File: src/rtl/cache_control.sv
// Control FSM for the LC-3b 2-way set-associative write-back cache: decodes hits, sequences
// writeback/allocate transfers to physical memory and keeps saturating hit/miss counters.
module cache_control #(
  parameter int unsigned CNT_WIDTH = 16
) (
  input  logic                 clk,
  input  logic                 rst,
  input  logic                 mem_read,
  input  logic                 mem_write,
  output logic                 mem_resp,
  input  logic                 hit0,
  input  logic                 hit1,
  input  logic                 lru,
  input  logic                 victim_dirty,
  input  logic                 pmem_resp,
  output logic                 pmem_read,
  output logic                 pmem_write,
  output logic                 pmem_addr_sel,
  output logic                 data_sel,
  output logic [1:0]           load_data,
  output logic [1:0]           load_tag,
  output logic [1:0]           set_valid,
  output logic [1:0]           set_dirty,
  output logic [1:0]           clear_dirty,
  output logic                 load_lru,
  output logic                 lru_in,
  output logic [CNT_WIDTH-1:0] hit_count,
  output logic [CNT_WIDTH-1:0] miss_count
);

  typedef enum logic [1:0] {StCheck, StWriteback, StAllocate} state_e;

  localparam logic [CNT_WIDTH-1:0] CntMax = '1;
  localparam logic [CNT_WIDTH-1:0] CntOne = CNT_WIDTH'(1);

  state_e               state_q, state_d;
  logic                 refill_q, refill_d;
  logic [CNT_WIDTH-1:0] hit_count_q, hit_count_d;
  logic [CNT_WIDTH-1:0] miss_count_q, miss_count_d;

  logic req, is_write, hit, hit_way;

  // A simultaneous read and write is handled as a read.
  assign req      = mem_read | mem_write;
  assign is_write = mem_write & ~mem_read;
  assign hit      = hit0 | hit1;
  assign hit_way  = ~hit0;

  assign hit_count  = hit_count_q;
  assign miss_count = miss_count_q;

  always_comb begin
    state_d       = state_q;
    refill_d      = refill_q;
    hit_count_d   = hit_count_q;
    miss_count_d  = miss_count_q;
    mem_resp      = 1'b0;
    pmem_read     = 1'b0;
    pmem_write    = 1'b0;
    pmem_addr_sel = 1'b0;
    data_sel      = 1'b0;
    load_data     = 2'b00;
    load_tag      = 2'b00;
    set_valid     = 2'b00;
    set_dirty     = 2'b00;
    clear_dirty   = 2'b00;
    load_lru      = 1'b0;
    lru_in        = 1'b0;

    unique case (state_q)
      StCheck: begin
        refill_d = 1'b0;
        if (req && hit) begin
          mem_resp = 1'b1;
          load_lru = 1'b1;
          lru_in   = ~hit_way;
          if (is_write) begin
            load_data[hit_way] = 1'b1;
            set_dirty[hit_way] = 1'b1;
          end
          // The hit that completes a refilled miss was already counted as a miss.
          if (!refill_q && hit_count_q != CntMax) hit_count_d = hit_count_q + CntOne;
        end else if (req) begin
          if (miss_count_q != CntMax) miss_count_d = miss_count_q + CntOne;
          state_d = victim_dirty ? StWriteback : StAllocate;
        end
      end
      StWriteback: begin
        pmem_write    = 1'b1;
        pmem_addr_sel = 1'b1;
        if (pmem_resp) state_d = StAllocate;
      end
      StAllocate: begin
        pmem_read = 1'b1;
        if (pmem_resp) begin
          data_sel         = 1'b1;
          load_data[lru]   = 1'b1;
          load_tag[lru]    = 1'b1;
          set_valid[lru]   = 1'b1;
          clear_dirty[lru] = 1'b1;
          state_d          = StCheck;
          refill_d         = 1'b1;
        end
      end
      default: state_d = StCheck;
    endcase

    if (rst) begin
      mem_resp      = 1'b0;
      pmem_read     = 1'b0;
      pmem_write    = 1'b0;
      pmem_addr_sel = 1'b0;
      data_sel      = 1'b0;
      load_data     = 2'b00;
      load_tag      = 2'b00;
      set_valid     = 2'b00;
      set_dirty     = 2'b00;
      clear_dirty   = 2'b00;
      load_lru      = 1'b0;
      lru_in        = 1'b0;
    end
  end

  always_ff @(posedge clk) begin
    if (rst) begin
      state_q      <= StCheck;
      refill_q     <= 1'b0;
      hit_count_q  <= '0;
      miss_count_q <= '0;
    end else begin
      state_q      <= state_d;
      refill_q     <= refill_d;
      hit_count_q  <= hit_count_d;
      miss_count_q <= miss_count_d;
    end
  end

endmodule

File: config.mk
export PLATFORM = sky130hd
export DESIGN_NAME = cache_control
export DESIGN_NICKNAME = d
export VERILOG_FILES = /design/src/rtl/cache_control.sv
export SDC_FILE = /design/constraint.sdc
export NUM_CORES = 1
export LEC_CHECK = 0
export ABC_AREA = 1
export CORE_ASPECT_RATIO = 0.5
export CORE_MARGIN = 2
export CORE_UTILIZATION = 50
export CTS_BUF_LIST = sky130_fd_sc_hd__clkbuf_2 sky130_fd_sc_hd__clkbuf_4 sky130_fd_sc_hd__clkbuf_8
export DETAILED_ROUTE_END_ITERATION = 12
export GPL_TIMING_DRIVEN = 0
export HOLD_SLACK_MARGIN = 0.06
export PLACE_DENSITY = 0.83
export SYNTH_ARGS = -nofsm -noshare
export SYNTH_HDL_FRONTEND = slang
export SYNTH_SLANG_ARGS = --single-unit
File: constraint.sdc
create_clock -name clk -period 1.7 [get_ports clk]
set_input_delay 0.34 -clock clk [delete_from_list [all_inputs] [get_ports clk]]
set_output_delay 0.34 -clock clk [all_outputs]
set_load 0.02 [all_outputs]
* Word level (Yosys, flattened, before mapping)
Index checks and enable logic that the tools add are counted.
** Storage, ports and cells
- Flip-flop bits (word level) :: 35
- Input port bits :: 9
** Operators by class
- Multiplexer cells :: 34
- Bitwise operators :: 6
- Eq/ne operators :: 8
- $add $sub $neg :: 2
- $lt $le $gt $ge :: 4
- Reduce and logical (&&, ||, !) cells :: 11
** Operators with widths (number)
- $add 16x1->16 const B :: 2
- $ne 16x16->1 const B :: 2
- $mux 2 :: 13
- $mux 1 :: 16
- $ne 2x2->1 const B :: 4
- $reduce_and 4->1 :: 2
- $pmux 2 s3 :: 1
- $logic_and 1x1->1 :: 4
- $lt 1x2->1 const B :: 2
- $pmux 2 s2 :: 1
- $not 1->1 :: 3
- $reduce_and 3->1 :: 1
- $demux 1 s1 :: 2
- $eq 2x1->1 const B :: 1
- $eq 2x2->1 const B :: 1
- $ge 1x1->1 const B :: 2
- $logic_not 2->1 :: 1
- $or 1x1->1 :: 2
- $pmux 1 s2 :: 1
- $reduce_and 2->1 :: 1
- $reduce_bool 2->1 :: 1
- $and 1x1->1 :: 1
- $logic_not 1->1 :: 1

* Longest topological paths before layout
- Word-level depth :: 9
- Depth in mapped cells :: 11
- Mapped depth without buffers :: 10

* Worst setup path before layout
No wires, ideal clock.
- Path type :: reg2out
- Start point :: reg state_q[1]
- End point :: out load_tag[0]
- Setup slack :: -0.114 ns
- Stages on the path, launching flop included :: 8
- Path buffers :: 1
- Arrival time :: 1.474 ns
- Cells stage by stage :: dfxtp_1 > inv_1 > nor2_1 > inv_1 > nor2_1 > nand2_1 > nor2_1 > buf_4
** Between the ends
- Cells in the longest elaborated chain, start to end :: 3
** RTL lines
- start: declaration :: RTL line 36 : state_e state_q, state_d;
- start signal: assignment :: RTL line 126 : state_q <= StCheck;
- start signal: assignment :: RTL line 131 : state_q <= state_d;
- $eq 2x2->1
- $mux 2 (2 in a row)
- end: declaration :: RTL line 21 : output logic [1:0] load_tag,
Every way passes these cells.

* Final worst setup path
- Start point :: reg state_q[1]
- End point :: out load_tag[0]
** Between the ends
- Cells in the longest elaborated chain, start to end :: 3
** RTL lines
- $eq 2x2->1 :: RTL line 70 : unique case (state_q)
- $mux 2 :: RTL line 70
- $mux 2 :: RTL line 108 : if (rst) begin
Every way passes these cells.

==> impl_metrics.tcl <==
set metrics [dict create \
    worstSetupStartpointType "flip-flop" \
    synth_top_area_share_pct 31.1 \
    hold_class "in -> reg" \
    r2r_cells 11 \
    worstPathArrival_ns 1.45 \
    cts.path.max_buffers 2 \
    crit_top_cell "nor2_4" \
    cap_violations 0 \
    num_io_pins 58 \
    wl_mm 6.41 \
    cpMaxStageDelayCell "dfxtp_4" \
    fmax_mhz 560 \
    clock_sinks 35 \
    n_antenna_cell 0 \
    crit_path_end_kind "output pin" \
    die_h_um 51.5 \
    rsz0062_at_grt "yes" \
    ctsRootBufferMaster "clkbuf_8" \
    power_density_nw_per_um2 654 \
    hold_viol_final 0 \
    post-route-util_pct 74.3 \
    antenna_left 0 \
    tightestPinTransition_ns 0.601 \
    synthMuxAreaShare_pct 0 \
    synthesis.area_um2 2250 \
    place.gp.congestion 0.872 \
    dr.pass1.iters 5 \
    ys_seq_area_share_pct 31.1 \
    critPathMaxFanout 4 \
    holdPathEnd "hit_count[12]$_SDFFE_PP0P_" \
    r2r_end "hit_count[5]$_SDFFE_PP0P_" \
    period_share_pct 105 \
    vias 2551 \
    min_from "rst" \
    fin_ws_ns -0.0857 \
    setup_viol 21 \
    synth_xor_area_share_pct 3.88 \
    cellLeakagePower_uw 0.00158 \
    hold_ws_ns 0.386 \
    syn-mean-instance-area_um2 6.30 \
    cts_buffers 5 \
    drive_above_1_share_pct 24.6 \
    overflow 0 \
    htree_levels 2 \
    cp-startpoint "state_q[1]$_SDFFE_PP0P_" \
    core-area_um2 4360 \
    r2r_slack_ns -0.04 \
    fin_crit_ns 1.79 \
    relSlewSlack_pct 60.0 \
    crit_type "reg -> out" \
    cts.reportedPaths.clkPinSlew_ns 0.07 \
    peakVddDrop_mv 0.397 \
    grt_pass1_vias 2223 \
    cp.required_ns 1.36 \
    synthCells 358 \
    drtIter0Drc 129 \
    worstPathCellList "inv_2, nor2_4, inv_2, nor2_4, nand2_4, nor2_4, buf_6, buf_6" \
    ys_seq_elements 35 \
    post_drt_wl_per_cell_um 13.0 \
    cts_tree "built" \
    track_usage_pct 24.1 \
    grt_max_degree 11 \
    slowest_delay_ns 0.37 \
    yosys.area_share.simple_pct 43.3 \
    rr_startpoint "state_q[1]$_SDFFE_PP0P_" \
    synth_area_leaders "dfxtp_1 (31%), nand2_1 (18%), nor2_1 (11%)" \
    synthAdderAreaFrac_pct 1.11 \
    yosysTopAreaCell "dfxtp_1" \
    nNetsFinal 445 \
    synth_top_family_by_area "simple AND/OR/NAND/NOR gates" \
    area_delta_synth_final_pct 43.8 \
    report.final.slew_viol_count 0 \
    dieWidth_um 99.0 \
    route.detailed.drc 0 \
    insertion_delay_ns 0.30 \
    via_per_inst 5.18 \
    holdPathStages 2 \
    num_rows 17 \
    fp.dieArea_um2 5100 \
    portBuffers 56 \
    start_util_pct 51.7 \
    finalClockSkew_ns 0.00298 \
    status "complete, but fails checks" \
    violations "negative setup slack" \
    synth_compound_area_share_pct 9.49 \
    grt_antenna_before_repair 0 \
    dp_hpwl_mm 4.13 \
    synthesis.nets 369 \
    grt_pass1_wl_mm 9.74 \
    synth_cell_types 28 \
    yosysWarnings 0 \
]
[how the worst max path moves through the flow]
stage | end | slack (ns) | depth (start not counted)
floorplan | load_tag[0] | -0.11 | 7
global placement | load_tag[0] | -0.71 | 7
detailed placement | set_valid[0] | -0.75 | 7
CTS | set_valid[0] | -0.16 | 8
global route | load_data[1] | -0.15 | 8
finish | load_tag[0] | -0.09 | 8
[cell usage in the layout, fill, tap and decap left out, drive strengths merged]
cell type,n
nor2,73
nand3,24
dfxtp,35
nor3,5
a21oi,24
nor3b,1
nand4,9
o21ai,9
dlygate4sd2,18
dlymetal6s2s,14
inv,38
xnor2,5
buf,40
clkdlybuf4s50,7
nand2,112
ha,2
clkbuf,12
xor2,5
o31ai,1
clkinv,1
[timing repair]
action                                 4_1_cts  5_1_grt
buffers inserted                             6        7
endpoints found under the hold margin        0        0
gates cloned                                 0        1
setup endpoints to repair                   50       58
hold buffers                                 0        0
pin swaps                                    9       12
resized for setup                          133       44
[flip-flops by register name, summed over array words and instances (netlist names)]
| signal | cells |
|---|---|
| hit_count | 16 |
| miss_count | 16 |
| state_q | 2 |
| refill_q | 1 |
[final cells by class]
| class | instances | area [um^2] |
|---|---|---|
| Inverter | 39 | 148 |
| Timing Repair Buffer | 70 | 671 |
| Multi-Input combinational cell | 270 | 1420 |
| Sequential cell | 35 | 713 |
| Clock buffer | 8 | 104 |
| Buffer | 13 | 111 |
| Tap cell | 57 | 71.3 |
| Fill cell | 312 | 1120 |
[routing by layer]
metal  track usage, %  routed length [um]  vias to the layer above
met4             8.22                 164                        0
li1                 -                   -                     1270
met5                0                   0                        -
met3             5.47                 335                       19
met1             28.2                2640                     1176
met2             44.1                3270                       86
[logic make-up (layout without fill, tap and decap cells)]
group / count (synthesis) / in the layout
AOI/OAI and AO/OA: 34 / 34
xor gates and xnor gates: 10 / 10
and+or+nand+nor: 224 / 224
DFF: 35 / 35
buffers and inverters: 53 / 130
adders and majority gates: 2 / 2
[Yosys cell counts (all sizes together)]
| master | instances |
|---|---|
| inv | 38 |
| nor3b | 1 |
| nand2 | 112 |
| buf | 11 |
| o31ai | 1 |
| nand4 | 9 |
| xor2 | 5 |
| a21oi | 24 |
| nor3 | 5 |
| xnor2 | 5 |
| nand3 | 24 |
| dfxtp | 35 |
| nor2 | 73 |
| o21ai | 9 |
| clkinv | 1 |
| clkbuf | 3 |
| ha | 2 |
[power by group]
group | switching (uW) | internal [uW]
logic | 307 | 226
clock network | 315 | 386
registers | 39.5 | 847
[metrics by stage]
step / setup slack (ns) / instance area [um^2] / std cells / power, uW / setup TNS [ns]
2_1_floorplan: -0.114 / 2250 / 358 / 1180 / -0.457
3_3_place_gp: -0.714 / 2890 / 471 / 1310 / -12.55
3_5_place_dp: -0.745 / 2890 / 471 / 1320 / -13.92
4_1_cts: -0.162 / 3070 / 485 / 2050 / -0.970
5_1_grt: -0.153 / 3240 / 492 / 2210 / -2.55
6_report: -0.0857 / 3240 / 492 / 2120 / -0.852
[worst max-delay path, delay by kind of cell, from the launching register on]
| kind | cells | cell delay [ns] |
|---|---|---|
| flops | 1 | 0.37 |
| buf+inv | 4 | 0.33 |
| simple gates | 4 | 0.44 |
(Power assumes the default switching activity.)
